`config.mk`:
```
export PLATFORM = sky130hd
export DESIGN_NAME = seq_div_u32
export DESIGN_NICKNAME = d
export VERILOG_FILES = /design/src/rtl/seq_div_u32_pkg.sv /design/src/rtl/seq_div_u32_addsub.sv /design/src/rtl/seq_div_u32.sv
export SDC_FILE = /design/constraint.sdc
export NUM_CORES = 1
export LEC_CHECK = 0
export ABC_AREA = 1
export CAP_MARGIN = 30
export CORE_ASPECT_RATIO = 0.7
export CORE_MARGIN = 2
export CORE_UTILIZATION = 55
export CTS_CLUSTER_SIZE = 14
export DETAILED_ROUTE_END_ITERATION = 7
export PLACE_DENSITY = 0.84
export SYNTH_ARGS = -nofsm -noshare
export SYNTH_HDL_FRONTEND = slang
export SYNTH_HIERARCHICAL = 1
export SYNTH_SLANG_ARGS = --single-unit
```
`constraint.sdc`:
```
create_clock -name CLK -period 20.2 [get_ports CLK]
set_clock_uncertainty 0.05 [all_clocks]
set_input_delay 6.06 -clock CLK [delete_from_list [all_inputs] [get_ports CLK]]
set_output_delay 6.06 -clock CLK [all_outputs]
set_load 0.05 [all_outputs]
```
`src/rtl/seq_div_u32_pkg.sv`:
```
// Shared constants and state encoding for the sequential unsigned divider.
package seq_div_u32_pkg;

   localparam int DATA_INDEX_LIMIT = 31;
   localparam int DATA_W           = DATA_INDEX_LIMIT + 1;
   localparam int DIV_CNT_W        = 6;
   localparam int DIV_CNT_LIMIT    = 31;

   typedef enum logic [1:0] {
      IDLE = 2'd0,
      RUN  = 2'd1,
      FIN  = 2'd2
   } div_state_t;

endpackage

```
`src/rtl/seq_div_u32_addsub.sv`:
```
// Ripple-carry adder/subtractor: y = a + b when sna=0, y = a - b when sna=1.
// co is the carry out of the top bit; in subtract mode co=1 means no borrow.
module seq_div_u32_addsub #(
   parameter int WIDTH = 32
) (
   input  logic [WIDTH-1:0] a,
   input  logic [WIDTH-1:0] b,
   input  logic             sna,
   output logic [WIDTH-1:0] y,
   output logic             co
);

   logic [WIDTH-1:0] bx;

   assign bx = b ^ {WIDTH{sna}};

   always_comb begin
      logic carry;
      carry = sna;
      y     = '0;
      for (int i = 0; i < WIDTH; i++) begin
         y[i]  = a[i] ^ bx[i] ^ carry;
         carry = (a[i] & bx[i]) | (carry & (a[i] ^ bx[i]));
      end
      co = carry;
   end

endmodule

```
`src/rtl/seq_div_u32.sv`:
```
// Multi-cycle unsigned restoring divider, one quotient bit per clock,
// started over a START/BUSY/DONE handshake.
//
// state | meaning
// IDLE  | waiting for START
// RUN   | iterating, one quotient bit per edge (BUSY=1)
// FIN   | results valid, DONE=1 for one cycle; accepts a new START
module seq_div_u32
   import seq_div_u32_pkg::*;
#(
   parameter int WIDTH = DATA_W,
   parameter int CNT_W = DIV_CNT_W
) (
   input  logic             CLK,
   input  logic             RST,
   input  logic             START,
   input  logic [WIDTH-1:0] DIVIDEND,
   input  logic [WIDTH-1:0] DIVISOR,
   output logic [WIDTH-1:0] QUOTIENT,
   output logic [WIDTH-1:0] REMAINDER,
   output logic             BUSY,
   output logic             DONE,
   output logic             DIV_BY_ZERO
);

   div_state_t       state, state_nxt;
   logic [CNT_W-1:0] cnt, cnt_nxt;
   logic [WIDTH-1:0] r, r_nxt, q, q_nxt, d, d_nxt;
   logic [WIDTH-1:0] quot_nxt, rem_nxt;
   logic             dbz_nxt;
   logic [WIDTH-1:0] rs, y;
   logic             rmsb, co;

   // Shifted partial remainder; rmsb is the 33rd bit that falls off the top.
   assign rmsb = r[WIDTH-1];
   assign rs   = {r[WIDTH-2:0], q[WIDTH-1]};

   seq_div_u32_addsub #(.WIDTH(WIDTH)) u_addsub (
      .a   (rs),
      .b   (d),
      .sna (1'b1),
      .y   (y),
      .co  (co)
   );

   assign BUSY = (state == RUN);
   assign DONE = (state == FIN);

   always_comb begin
      state_nxt = state;
      cnt_nxt   = cnt;
      r_nxt     = r;
      q_nxt     = q;
      d_nxt     = d;
      quot_nxt  = QUOTIENT;
      rem_nxt   = REMAINDER;
      dbz_nxt   = DIV_BY_ZERO;
      case (state)
         IDLE, FIN: begin
            state_nxt = IDLE;
            if (START) begin
               if (DIVISOR != '0) begin
                  r_nxt     = '0;
                  q_nxt     = DIVIDEND;
                  d_nxt     = DIVISOR;
                  cnt_nxt   = '0;
                  dbz_nxt   = 1'b0;
                  state_nxt = RUN;
               end else begin
                  quot_nxt  = '1;
                  rem_nxt   = DIVIDEND;
                  dbz_nxt   = 1'b1;
                  state_nxt = FIN;
               end
            end
         end
         RUN: begin
            if (rmsb | co) begin
               r_nxt = y;
               q_nxt = {q[WIDTH-2:0], 1'b1};
            end else begin
               r_nxt = rs;
               q_nxt = {q[WIDTH-2:0], 1'b0};
            end
            cnt_nxt = cnt + {{(CNT_W-1){1'b0}}, 1'b1};
            if (cnt == CNT_W'(DIV_CNT_LIMIT)) begin
               quot_nxt  = q_nxt;
               rem_nxt   = r_nxt;
               state_nxt = FIN;
            end
         end
         default: state_nxt = IDLE;
      endcase
   end

   always_ff @(posedge CLK or posedge RST) begin
      if (RST) begin
         state       <= IDLE;
         cnt         <= '0;
         r           <= '0;
         q           <= '0;
         d           <= '0;
         QUOTIENT    <= '0;
         REMAINDER   <= '0;
         DIV_BY_ZERO <= 1'b0;
      end else begin
         state       <= state_nxt;
         cnt         <= cnt_nxt;
         r           <= r_nxt;
         q           <= q_nxt;
         d           <= d_nxt;
         QUOTIENT    <= quot_nxt;
         REMAINDER   <= rem_nxt;
         DIV_BY_ZERO <= dbz_nxt;
      end
   end

endmodule

```
Word level (Yosys, flattened, before mapping). Cells that the tools add are included.

Flip-flop bits (word level): 169. Bits of input ports: 67. Output and inout port bits: 67. Logic and storage cells: 209.

Add/subtract/negate cells: 1. Equal/unequal tests: 7. Muxes and demuxes: 24. Bitwise gates (word level): 161. Reduce and logical (&&, ||, !) cells: 8.

Operators with widths (number): two-way mux 32 bit (11); case mux 32 bit (2 select lines) (4); AND 1 bit (63); bitwise XOR 1 bit (63); OR 1 bit (33); NOT 32 bit (1); nonzero test 32 bit (1); two-way mux 6 bit (2); case mux 6 bit (2 select lines) (1); adder 6 x 1 -> 6 bit, second input constant (1); equality test 6 x 5 -> 1 bit, second input constant (1); two-way mux 2 bit (3); != test 2 bit, second input constant (3); AND reduction 3 bit (2); case mux 2 bit (2 select lines) (1); AND reduction 4 bit (1); equality test 2 x 1 -> 1 bit, second input constant (1); equality test 2 bit, second input constant (1); logical NOT 2 bit (1); two-way mux 1 bit (2); != test 2 x 1 -> 1 bit, second input constant (1); AND reduction 2 bit (1); nonzero test 2 bit (1); OR reduction 2 bit (1); NOT 1 bit (1).

Longest topological paths before layout. Gate-level depths: netlist of run 1.

Depth in word-level cells: 69. Depth in mapped cells: 46. Gate-level depth less buffers: 45.

Hierarchy. The synthesis of run 1 kept the hierarchy.

By module, submodules not included: seq_div_u32 (times used 1, cells each 1022, area each 7890.1 sq um, seq. area each 4229.1 sq um); seq_div_u32_addsub (times used 1, cells each 147, area each 1268.7 sq um, seq. area each 0.0 sq um).

Worst setup path before layout of run 1. OpenSTA, ideal clock, no wires.

Path type: register -> register. Start: register q[31]. End: register REMAINDER[10]. Library setup time: 0.119 ns. Data arrival time: 13.891 ns. Data required time: 20.031 ns. Setup slack: 6.139 ns. Stages on the path, launching flop included: 45. Path buffers: 1. Clock period less this slack: 14.061 ns. Cells stage by stage: dfrtp_1 inv_1 o21a_1 fa_1 fa_1 fa_1 fa_1 fa_1 fa_1 fa_1 fa_1 fa_1 fa_1 fa_1 fa_1 fa_1 fa_1 fa_1 [... 9 more ...] fa_1 fa_1 fa_1 fa_1 fa_1 fa_1 fa_1 fa_1 inv_1 fa_1 inv_1 nand2_1 nor2_1 buf_2 a21oi_1 nand2_1 nand3_1 nand2_1.

Cells in the longest elaborated chain, start to end: 68. Elaborated cells between the ends (all ways): 70. Classes of those cells: 3 x mux; 67 x bitwise.

Ends and longest elaborated chain: from (decl) (line seq_div_u32.sv:28) `logic [WIDTH-1:0] r, r_nxt, q, q_nxt, d, d_nxt;`; from (signal assigned) (line seq_div_u32.sv:110) `q <= q_nxt;`; AND 1 bit or bitwise XOR 1 bit (tied branches) (line seq_div_u32_addsub.sv:23) `carry = (a[i] & bx[i]) | (carry & (a[i] ^ bx[i]));`; OR 1 bit * (line seq_div_u32_addsub.sv:23); AND 1 bit * (line seq_div_u32_addsub.sv:23); OR 1 bit * (line seq_div_u32_addsub.sv:23); AND 1 bit * (line seq_div_u32_addsub.sv:23); OR 1 bit * (line seq_div_u32_addsub.sv:23); AND 1 bit * (line seq_div_u32_addsub.sv:23); OR 1 bit * (line seq_div_u32_addsub.sv:23); [... 53 more ...]; OR 1 bit * (line seq_div_u32_addsub.sv:23); AND 1 bit * (line seq_div_u32_addsub.sv:23); OR 1 bit * (line seq_div_u32_addsub.sv:23); via co (line seq_div_u32.sv:32) `logic rmsb, co;`; OR 1 bit * (line seq_div_u32.sv:78) `if (rmsb | co) begin`; two-way mux 32 bit * (line seq_div_u32.sv:78); two-way mux 32 bit * (line seq_div_u32.sv:86) `if (cnt == CNT_W'(DIV_CNT_LIMIT)) begin`; case mux 32 bit (2 select lines) * (line seq_div_u32.sv:58) `case (state)`; to (signal assigned) (line seq_div_u32.sv:113) `REMAINDER <= rem_nxt;`; to (decl) (line seq_div_u32.sv:20) `output logic [WIDTH-1:0] REMAINDER,`.

The timed path passes the listed nets; every way through them passes the cells marked *. The select of a mux whose other input is x is not followed. A chain may end at the register's enable or synchronous reset.

Worst setup path after layout of run 1.
Start: register d[0]. End: register REMAINDER[16].

Cells in the longest elaborated chain, start to end: 69. Elaborated cells between the ends (all ways): 71. Classes of those cells: 3 x mux; 68 x bitwise.

Ends and longest elaborated chain: from (decl) (line seq_div_u32.sv:28); from (signal assigned) (line seq_div_u32.sv:111) `d <= d_nxt;`; NOT 32 bit (no line) *; AND 1 bit or bitwise XOR 1 bit (tied branches) (line seq_div_u32_addsub.sv:23); OR 1 bit * (line seq_div_u32_addsub.sv:23); AND 1 bit * (line seq_div_u32_addsub.sv:23); OR 1 bit * (line seq_div_u32_addsub.sv:23); AND 1 bit * (line seq_div_u32_addsub.sv:23); OR 1 bit * (line seq_div_u32_addsub.sv:23); AND 1 bit * (line seq_div_u32_addsub.sv:23); [... 54 more ...]; OR 1 bit * (line seq_div_u32_addsub.sv:23); AND 1 bit * (line seq_div_u32_addsub.sv:23); OR 1 bit * (line seq_div_u32_addsub.sv:23); via co (line seq_div_u32.sv:32); OR 1 bit * (line seq_div_u32.sv:78); two-way mux 32 bit * (line seq_div_u32.sv:78); two-way mux 32 bit * (line seq_div_u32.sv:86); case mux 32 bit (2 select lines) * (line seq_div_u32.sv:58).

Marks and branches as above.

==> key figures, run 1 <==
STA
  – Worst-Margin Slew: about 0.86 ns
  – Slew margin rel.: between 40% and 50%
  – Slew Limit Fails: 0
  – Post-route minimum period: between 15 and 20 ns
  – Setup TNS: 0 ns
  – Final Cycle Share: approximately three quarters
  – Setup Viol. Count Final: 0
  – Unrepaired setup endpoints after global routing: false
  – Final Hold Fails: 0
  – Fmax: around 0.066 GHz

GRT
  – Initial antenna violation count: 0
  – GRT Util Overall: between 20% and 30%
  – Met2 usage: between 40% and 50%
  – GR peak layer: met2
  – Met1 usage: around 38%
  – Vias in the first global route: a little under 8000
  – Largest net degree at the start of global routing: between 90 and 100
  – GRT Residual Overflow: 0
  – Global-route wire length before repair: between 30000 and 40000 um
  – Global routing usage on met3: under 10%

Status
  – Status: finished, final reports clean

Detailed routing
  – Residual DRC: 0
  – Initial detailed-routing violation count: about 800
  – Antenna-violating nets left: 0
  – Drt total wl: about 23000 um
  – Vias: between 7000 and 8000
  – DR pass1 iterations: 5
  – Vias per cell: around 5.2
  – DR WL/cell: around 15 um

Finish
  – Area grow syn2layout: 21.6%
  – N_diodes: 0
  – Commonest non-fill, non-tap cells in the layout: nand2_1 (393), dfrtp_1 (169), inv_1 (169)
  – Commonest non-fill, non-tap cell in the layout: nand2_1
  – Nets@finish: roughly 1400
  – Share of layout cells above drive strength 1: approximately 4.2%
  – Finished Cell Area: between 10000 and 15000 um^2

Placement
  – # port buffers: between 100 and 150
  – Routability-driven placement congestion ratio: roughly 0.87
  – HPWL reported at the end of detailed placement: about 15000 um
  – Placed cell area: 10500 um^2

CTS
  – CTS Sinks: 169
  – Clk Latency, worst-skew pair: about 0.43 ns
  – Hold Buf Count CTS: 0
  – CTS tree: built
  – Post-CTS setup buffers: 0
  – Clock slew at reported path FFs: roughly 0.06 ns
  – Post-cts resize count: 0
  – CTS Buffer Depth: 2
  – Root Buffer: clkbuf_16
  – H-tree lvl count: 4
  – Cts bufs inserted: 17

Worst setup path
  – Critical Path Max Stage Delay: between 0.4 and 0.5 ns
  – Crit end category: flip-flop
  – Startpoint Class: flip-flop
  – Critical Path AT: between 15 and 20 ns
  – Critical-path maximum fanout: 22
  – Setup Crit Path Kind: flip-flop to flip-flop
  – Cell mode on critical path: fa_1
  – Critical Path RT: 20.51 ns
  – Max stage delay cell, worst path: fa_1

Power and ir drop
  – Worst vdd ir: approximately 0.00011 V
  – Clock power frac: ~16%
  – Sequential fraction of design power: 28.0%
  – Leak: a little under 6 nW
  – Pwr Density: roughly 190 nW/um^2
  – Psw: just over 1 mW
  – Comb pwr share: ~56%
  – Internal: between 1 and 1.5 mW
  – Switching Fraction: 48.7%

Floorplanning
  – Die Wd: roughly 160 um
  – Initial Util: a little under three fifths
  – Row Count: 39
  – I/O Pins: about 130
  – Die H: between 100 and 150 um
  – Core area: 16300 um^2
  – Die Area: around 18000 um^2

Yosys
  – Number of distinct library cells after synthesis: 27
  – Post-Syn Area: a little over 9000 um^2
  – Ys Warns: 6
  – Mean Syn Cell Area: around 7.8 um^2
  – FF+latch count, synth: approximately 170
  – Mapped Cells: between 1000 and 1500
  – Sequential area share after synthesis: a little under half
  – Syn Nets: 1268

Worst hold path
  – HP Class: flip-flop to flip-flop

Job
  – # Max-Cap Violations: 0
-- synthesized netlist by cell type, drive strengths merged --
cell	instances	area, um^2
xnor2	29	254
dfrtp	169	4230
o21bai	1	7.51
o21a	2	15.0
nand3	138	691
xor2	2	25.0
clkbuf	10	37.5
fa	31	621
ha	1	12.5
conb	1	3.75
or2	1	6.26
a21oi	33	165
nand2	396	1490
inv	172	646
nor2	59	224
o21ai	67	339
buf	57	392
-- cell families after synthesis --
group / Yosys count / share of synthesized area [%]
other cells: 1 / 0.0409
xor+xnor: 31 / 3.05
buf+inv: 239 / 11.7
simple gates: 594 / 26.3
fa+ha+maj: 32 / 6.91
compound gates: 103 / 5.75
flops: 169 / 46.2
-- worst paths after layout --
check                           slack (ns)                   endpoint                 startpoint  cells past startpoint
worst min register to register        0.42  REMAINDER[23]$_DFFE_PP0P_  REMAINDER[23]$_DFFE_PP0P_                      2
worst max-delay path                  5.02  REMAINDER[16]$_DFFE_PP0P_           d[0]$_DFFE_PP0P_                     46
min in group asynchronous             6.14   QUOTIENT[23]$_DFFE_PP0P_                        RST                      2
worst max register to register        5.02  REMAINDER[16]$_DFFE_PP0P_           d[0]$_DFFE_PP0P_                     46
worst min-delay path                  0.42  REMAINDER[23]$_DFFE_PP0P_  REMAINDER[23]$_DFFE_PP0P_                      2
max in group asynchronous            12.84  REMAINDER[31]$_DFFE_PP0P_                        RST                      4
-- critical path: cells and delay by family (launching register included) --
kind | cells | cell delay (ns)
AO/OA/AOI/OAI | 2 | 0.19
adder cells (fa/ha/maj) | 31 | 12.88
buffers and inverters | 6 | 0.69
flip-flops | 1 | 0.41
AND/OR/NAND/NOR | 7 | 0.88
-- sequential cells by signal, indices dropped and copies added (netlist names) --
signal and count:
QUOTIENT 32, REMAINDER 32, d 32, q 32, r 32, cnt 6, state 2, DIV_BY_ZERO 1
-- layout make-up --
type,count,area (um^2)
well taps,225,282
flip-flops and latches,169,4230
fillers,1334,5160
multi-input cells,761,3890
repair buffers,143,1450
clock inverters,4,76.3
inverters,172,651
clock buffers,27,563
-- routing by layer --
metal | up-vias | routed length [um] | part of all wire (%)
li1 | 3743 | - | -
met1 | 3755 | 9810 | 43
met2 | 326 | 11000 | 48
met3 | 37 | 1740 | 7.6
met4 | 0 | 403 | 1.8
met5 | - | 0 | 0
-- power groups by stage --
stage                     sequential, mW  clock (mW)  combinational [mW]
after floorplan                    0.764           0               0.693
after global routing               0.611       0.368                1.33
after global placement             0.590           0                1.12
final                              0.595       0.349                1.18
after CTS                          0.593       0.353                1.18
after detailed placement           0.595           0                1.17
-- stage by stage --
stage | power (mW) | utilization, % | hold slack, ns | setup slack (ns) | cells
6_report | 2.13 | 68.3 | 0.420 | 5.02 | 1501
5_1_grt | 2.31 | 68.3 | 0.441 | 4.36 | 1501
2_1_floorplan | 1.46 | - | 0.419 | 6.14 | 1169
3_5_place_dp | 1.76 | 64.3 | 0.408 | 5.08 | 1469
3_3_place_gp | 1.71 | 64.1 | 0.405 | 5.09 | 1468
4_1_cts | 2.13 | 68.2 | 0.423 | 4.97 | 1500
Power figures use the tool's default switching activity.
==> run 2: changes to the inputs <==
Settings changed: CORE_UTILIZATION 55 to 50, PLACE_DENSITY 0.84 to 0.8.
Clock period 20.2 ns to 12.5 ns, I/O delays scaled along.
==> run 2 against run 1 <==
Against the previous run: the run now ends with setup timing left; die area rose by 9.7%; flip-flop and latch count unchanged; worst setup slack worse by 5.8 ns; wire length grew 7.6%; first-iteration DRC count shrank 13%; register-to-register slack got worse by 5.8 ns; global-route usage is 2.1 points lower; worst hold slack improved by 0.0047 ns; clock-buffer cell count decreased by 7; non-clock buffer count rose by 26; critical path type unchanged; critical endpoint is now REMAINDER[2]$_DFFE_PP0P_; largest cell class is now multi-input gates.
==> key figures, run 2 (synthesis results as in run 1) <==
GRT
  – Vias in the first global route: 7916 (+0.70%)
  – GRT Util Overall: 25.5% (-2.1 points)
  – GRT Residual Overflow: 0 (unchanged)
  – Initial antenna violation count: 0 (unchanged)
  – Largest net degree at the start of global routing: 105 (+9.4%)
  – Global-route wire length before repair: 39300 um (+2.4%)

Placement
  – Routability-driven placement congestion ratio: 0.857 (-1.5%)
  – # port buffers: 133 (unchanged)
  – HPWL reported at the end of detailed placement: 14900 um (-1.2%)

Worst setup path
  – Worst r2r path cells: 46 (unchanged)
  – Critical Path RT: 12.82 ns (-7.69 ns)
  – Startpoint Class: flip-flop
  – Crit end category: flip-flop
  – Cell mode on critical path: fa_2
  – Critical-path maximum fanout: 5 (-77%)
  – Max stage delay cell, worst path: fa_2
  – Critical Path AT: 13.63 ns (-1.85 ns)
  – Register-to-register setup slack: -0.81 ns (-5.83 ns)
  – Setup Crit Path Kind: flip-flop to flip-flop
  – Critical Path Max Stage Delay: 0.40 ns (-0.05 ns)

Worst hold path
  – Hold Path Stages: 2 (unchanged)
  – HP Class: flip-flop to flip-flop

Detailed routing
  – Vias: 7968 (+1.4%)
  – Initial detailed-routing violation count: 686 (-13%)
  – Antenna-violating nets left: 0 (unchanged)
  – Residual DRC: 0 (unchanged)
  – Vias per cell: 5.18 (-1.1%)
  – Drt total wl: 24600 um (+7.6%)
  – DR WL/cell: 16.0 um (+4.9%)
  – DR pass1 iterations: 6 (+1)

Finish
  – Fillers: 1436 (+7.6%)
  – Commonest non-fill, non-tap cell in the layout: nand2_1
  – N_diodes: 0 (unchanged)
  – Fin util: 66.9% (-1.5 points)
  – Area grow syn2layout: 31.4%
  – Share of layout cells above drive strength 1: 14.0% (+9.8 points)
  – Commonest non-fill, non-tap cells in the layout: nand2_1 (384), dfrtp_1 (169), inv_1 (163)
  – Nets@finish: 1389 (+1.9%)

CTS
  – Hold Buf Count CTS: 0 (unchanged)
  – CTS tree: built
  – CTS Sinks: 169 (unchanged)
  – Root Buffer: clkbuf_16
  – Clock slew at reported path FFs: 0.07 ns (about the same)
  – Clk Latency, worst-skew pair: 0.43 ns (about the same)
  – Cts bufs inserted: 17 (unchanged)
  – CTS Buffer Depth: 2 (unchanged)
  – H-tree lvl count: 4 (unchanged)

STA
  – Slew margin rel.: 45.1% (+2.7 points)
  – Setup Viol. Count Final: 66 (+66)
  – Unrepaired setup endpoints after global routing: true
  – Post-route minimum period: 13.31 ns (-1.87 ns)
  – Slew Limit Fails: 0 (unchanged)
  – Final worst slack: -0.807 ns (-5.83 ns)
  – Hold Slack: 0.424 ns (+0.00469 ns)
  – Final Cycle Share: 106% (+31 points)
  – Final Hold Fails: 0 (unchanged)
  – Fmax: 0.0751 GHz (+14%)
  – Worst-Margin Slew: 0.823 ns (-0.0406 ns)

Floorplanning
  – Die H: 117 um (+4.7%)
  – Row Count: 41 (+5.1%)
  – Initial Util: 50.9% (-5.3 points)
  – Die Wd: 166 um (+4.8%)
  – I/O Pins: 134 (unchanged)
  – Core area: 18000 um^2 (+10%)
  – Die Area: 19400 um^2 (+9.7%)

Status
  – Failing checks: setup timing
  – Status: complete, but fails checks

Job
  – # Max-Cap Violations: 0 (unchanged)
[run 2: final timing paths]
kind	startpoint	to
min in group asynchronous	RST	REMAINDER[23]$_DFFE_PP0P_
setup reg to reg	d[0]$_DFFE_PP0P_	REMAINDER[2]$_DFFE_PP0P_
max in group asynchronous	RST	q[9]$_DFFE_PP0P_
hold / removal	QUOTIENT[9]$_DFFE_PP0P_	QUOTIENT[9]$_DFFE_PP0P_
hold reg to reg	QUOTIENT[9]$_DFFE_PP0P_	QUOTIENT[9]$_DFFE_PP0P_
setup / recovery	d[0]$_DFFE_PP0P_	REMAINDER[2]$_DFFE_PP0P_
[run 2: cell type report]
cell class	count	area [um^2]	share of cell area (%)
multi-input combinational	761	4450	37.0
clock buffer	20	437	3.63
tap	236	295	2.45
clock inverter	12	174	1.44
inverter	172	651	5.40
sequential	169	4230	35.1
timing repair buffer	169	1800	15.0
[run 2: stage by stage]
stage | area, um^2 | instances | TNS [ns] | setup slack, ns
2_1_floorplan | 9390 | 1169 | -2.45 | -0.0935
3_3_place_gp | 10800 | 1493 | -25.14 | -0.540
3_5_place_dp | 10800 | 1494 | -35.72 | -0.664
4_1_cts | 11800 | 1535 | -44.43 | -0.793
5_1_grt | 12000 | 1539 | -69.17 | -1.21
6_report | 12000 | 1539 | -44.74 | -0.807
[run 2: critical path, delay by kind of cell (launching register included)]
family	cells	cell delay, ns
buffers and inverters	6	0.63
adders and majority gates	31	11.37
and+or+nand+nor	7	0.60
AOI/OAI and AO/OA	2	0.18
DFF	1	0.38
[run 2: metal layers]
layer	vias up	track usage [%]	part of all wire, %
li1	3793	-	-
met1	3857	33.8	42
met2	285	42.9	49
met3	33	6.39	7.0
met4	0	6.49	1.5
met5	-	0	0
[run 2: what timing repair did]
action                     4_1_cts  5_1_grt
gates resized for setup         55       37
setup buffers                    3        2
cloned                           6        1
setup endpoints to repair       66       66
pin swaps                       22        9
Power of run 2 is not shown: default switching activity piles up to over one toggle a cycle in this logic, so the estimate is an artifact.
==> run 3: changes to the inputs <==
Settings changed: CORE_MARGIN 2 to default.
==> run 3 against run 2 <==
Against the previous run: the flow still finishes with violations (setup timing); highest routed layer unchanged; die area fell by 2.9%; flip-flop and latch count did not move; core utilization rose by 1.4 points; design area fell by 0.67%; first-iteration DRC count rose by 20%; cell count fell by 0.65%; register-to-register slack improved by 0.07 ns.
==> key figures, run 3 (synthesis results as in run 1) <==
Floorplanning
  – Initial Util: 52.3% (+1.4 points)
  – I/O Pins: 134 (unchanged)
  – Die Area: 18900 um^2 (-2.9%)
  – Core area: 17500 um^2 (-2.7%)
  – Die H: 115 um (-1.7%)
  – Die Wd: 164 um (-1.2%)
  – Row Count: 40 (-2.4%)

GRT
  – Initial antenna violation count: 0 (unchanged)
  – GRT Residual Overflow: 0 (unchanged)
  – Global-route wire length before repair: 39900 um (+1.5%)
  – Vias in the first global route: 8014 (+1.2%)
  – GRT Util Overall: 27.5% (+1.9 points)
  – Largest net degree at the start of global routing: 104 (-0.95%)

Placement
  – Dpl cells: 1487 (-0.47%)
  – HPWL reported at the end of detailed placement: 15000 um (+0.93%)
  – Post-Place Worst Slack: -0.664 ns (-0.000163 ns)
  – # port buffers: 133 (unchanged)
  – Routability-driven placement congestion ratio: 0.842 (-1.7%)

Worst setup path
  – Worst r2r path cells: 46 (unchanged)
  – Critical-path maximum fanout: 8 (+3)
  – Startpoint Class: flip-flop
  – Setup Crit Path Kind: flip-flop to flip-flop
  – Max stage delay cell, worst path: fa_2
  – Cell mode on critical path: fa_2
  – Crit end category: flip-flop
  – Critical Path AT: 13.55 ns (-0.08 ns)
  – Reg2reg end: REMAINDER[13]$_DFFE_PP0P_
  – Critical Path RT: 12.82 ns (about the same)
  – CP delay by family, top: adder cells
  – CP Buf/Inv Count: 6 (unchanged)
  – R2R Path Start: d[0]$_DFFE_PP0P_
  – Register-to-register setup slack: -0.73 ns (+0.07 ns)
  – Critical Path Max Stage Delay: 0.40 ns (about the same)

Finish
  – Post-Layout Cell Count: 1529 (-0.65%)
  – Share of layout cells above drive strength 1: 13.7% (-0.33 points)
  – Area grow syn2layout: 30.6%
  – N_diodes: 0 (unchanged)
  – Multi-input gate area: 4440 um^2 (-0.17%)
  – Fillers: 1374 (-4.3%)
  – Commonest non-fill, non-tap cells in the layout: nand2_1 (385), dfrtp_1 (169), inv_1 (162)
  – Area occupied by registers: 4230 um^2 (unchanged)
  – Commonest non-fill, non-tap cell in the layout: nand2_1
  – Nets@finish: 1385 (-0.29%)

Detailed routing
  – DR WL/cell: 16.0 um (about the same)
  – Antenna-violating nets left: 0 (unchanged)
  – DR pass1 iterations: 7 (+1)
  – Initial detailed-routing violation count: 822 (+20%)
  – Met1 wire length: 10200 um (-2.6%)
  – Residual DRC: 0 (unchanged)
  – Vias per cell: 5.22 (+0.92%)
  – Drt total wl: 24500 um (-0.64%)
  – Vias: 7989 (+0.26%)
  – WL met3: 1870 um (+8.5%)
  – DR WL met2: 11900 um (-1.5%)
  – Top layer in use: met4

STA
  – Fmax: 0.0756 GHz (+0.56%)
  – Final Cycle Share: 106% (-0.59 points)
  – Setup TNS: -39.80 ns (+4.94 ns)
  – Unrepaired setup endpoints after global routing: true
  – Worst-Margin Slew: 1.02 ns (+0.192 ns)
  – Post-route minimum period: 13.23 ns (-0.0743 ns)
  – Final Hold Fails: 0 (unchanged)
  – Final worst slack: -0.733 ns (+0.0743 ns)
  – Slew margin rel.: 32.3% (-13 points)
  – Slew Limit Fails: 0 (unchanged)
  – Hold Slack: 0.418 ns (-0.00649 ns)
  – Setup Viol. Count Final: 66 (unchanged)

CTS
  – H-tree lvl count: 4 (unchanged)
  – Cts bufs inserted: 17 (unchanged)
  – Clock slew at reported path FFs: 0.06 ns (about the same)
  – Clk Latency, worst-skew pair: 0.43 ns (about the same)
  – CTS Sinks: 169 (unchanged)
  – Hold Buf Count CTS: 0 (unchanged)
  – CTS Buffer Depth: 2 (unchanged)
  – Root Buffer: clkbuf_16
  – CTS tree: built

Worst hold path
  – Hold-critical path endpoint: QUOTIENT[7]$_DFFE_PP0P_
  – Hold Path Stages: 2 (unchanged)
  – Worst Min Path Start: QUOTIENT[7]$_DFFE_PP0P_
  – HP Class: flip-flop to flip-flop

Status
  – Failing checks: setup timing
  – Status: complete, but fails checks

Job
  – # Max-Cap Violations: 0 (unchanged)
[run 3: cell count changes in the layout (fill, tap and decap cells not counted), sizes merged]
cell,before,now
clkbuf,24,28
bufinv,4,3
buf,31,28
clkinvlp,4,0
bufbuf,1,0
inv,173,171
clkinv,3,5
[run 3: area by class of cell]
class                      instances  area share, %
multi-input combinational        761           37.1
tap                              231           2.42
sequential                       169           35.4
inverter                         172           5.48
clock inverter                     7          0.952
clock buffer                      24           4.20
timing repair buffer             165           14.5
[run 3: per-layer routing]
metal,track usage [%],vias up
li1,-,3779
met1,35.7,3822
met2,46.0,347
met3,5.99,41
met4,9.32,0
met5,0,-
[run 3: worst max path at each step]
stage                 startpoint                         to  slack, ns  cells after the start
6_report        d[0]$_DFFE_PP0P_  REMAINDER[13]$_DFFE_PP0P_      -0.73                     46
3_3_place_gp    d[0]$_DFFE_PP0P_  REMAINDER[30]$_DFFE_PP0P_      -0.47                     44
3_5_place_dp    d[0]$_DFFE_PP0P_   REMAINDER[3]$_DFFE_PP0P_      -0.66                     45
2_1_floorplan  q[31]$_DFFE_PP0P_   REMAINDER[1]$_DFFE_PP0P_      -0.09                     45
4_1_cts         d[0]$_DFFE_PP0P_   REMAINDER[4]$_DFFE_PP0P_      -0.74                     45
5_1_grt         d[0]$_DFFE_PP0P_  REMAINDER[12]$_DFFE_PP0P_      -1.16                     46
[run 3: through the flow]
stage,utilization (%),cell area (um^2)
2_1_floorplan,-,9390
3_3_place_gp,61.4,10800
3_5_place_dp,61.6,10800
4_1_cts,67.7,11900
5_1_grt,68.3,12000
6_report,68.3,12000
[run 3: tightest hold or removal path, cell delays in order, from the launching register on]
cell,delay [ns]
dfrtp_1,0.34
nand2_1,0.05
nand2_1,0.05
[run 3: timing repair]
action                     in CTS  in global routing
resized for setup              82                 12
buffers inserted                4                  1
gates cloned                    3                  2
pin swaps                      33                  3
setup endpoints to repair      66                 66
Power of run 3 is left out for the same reason.
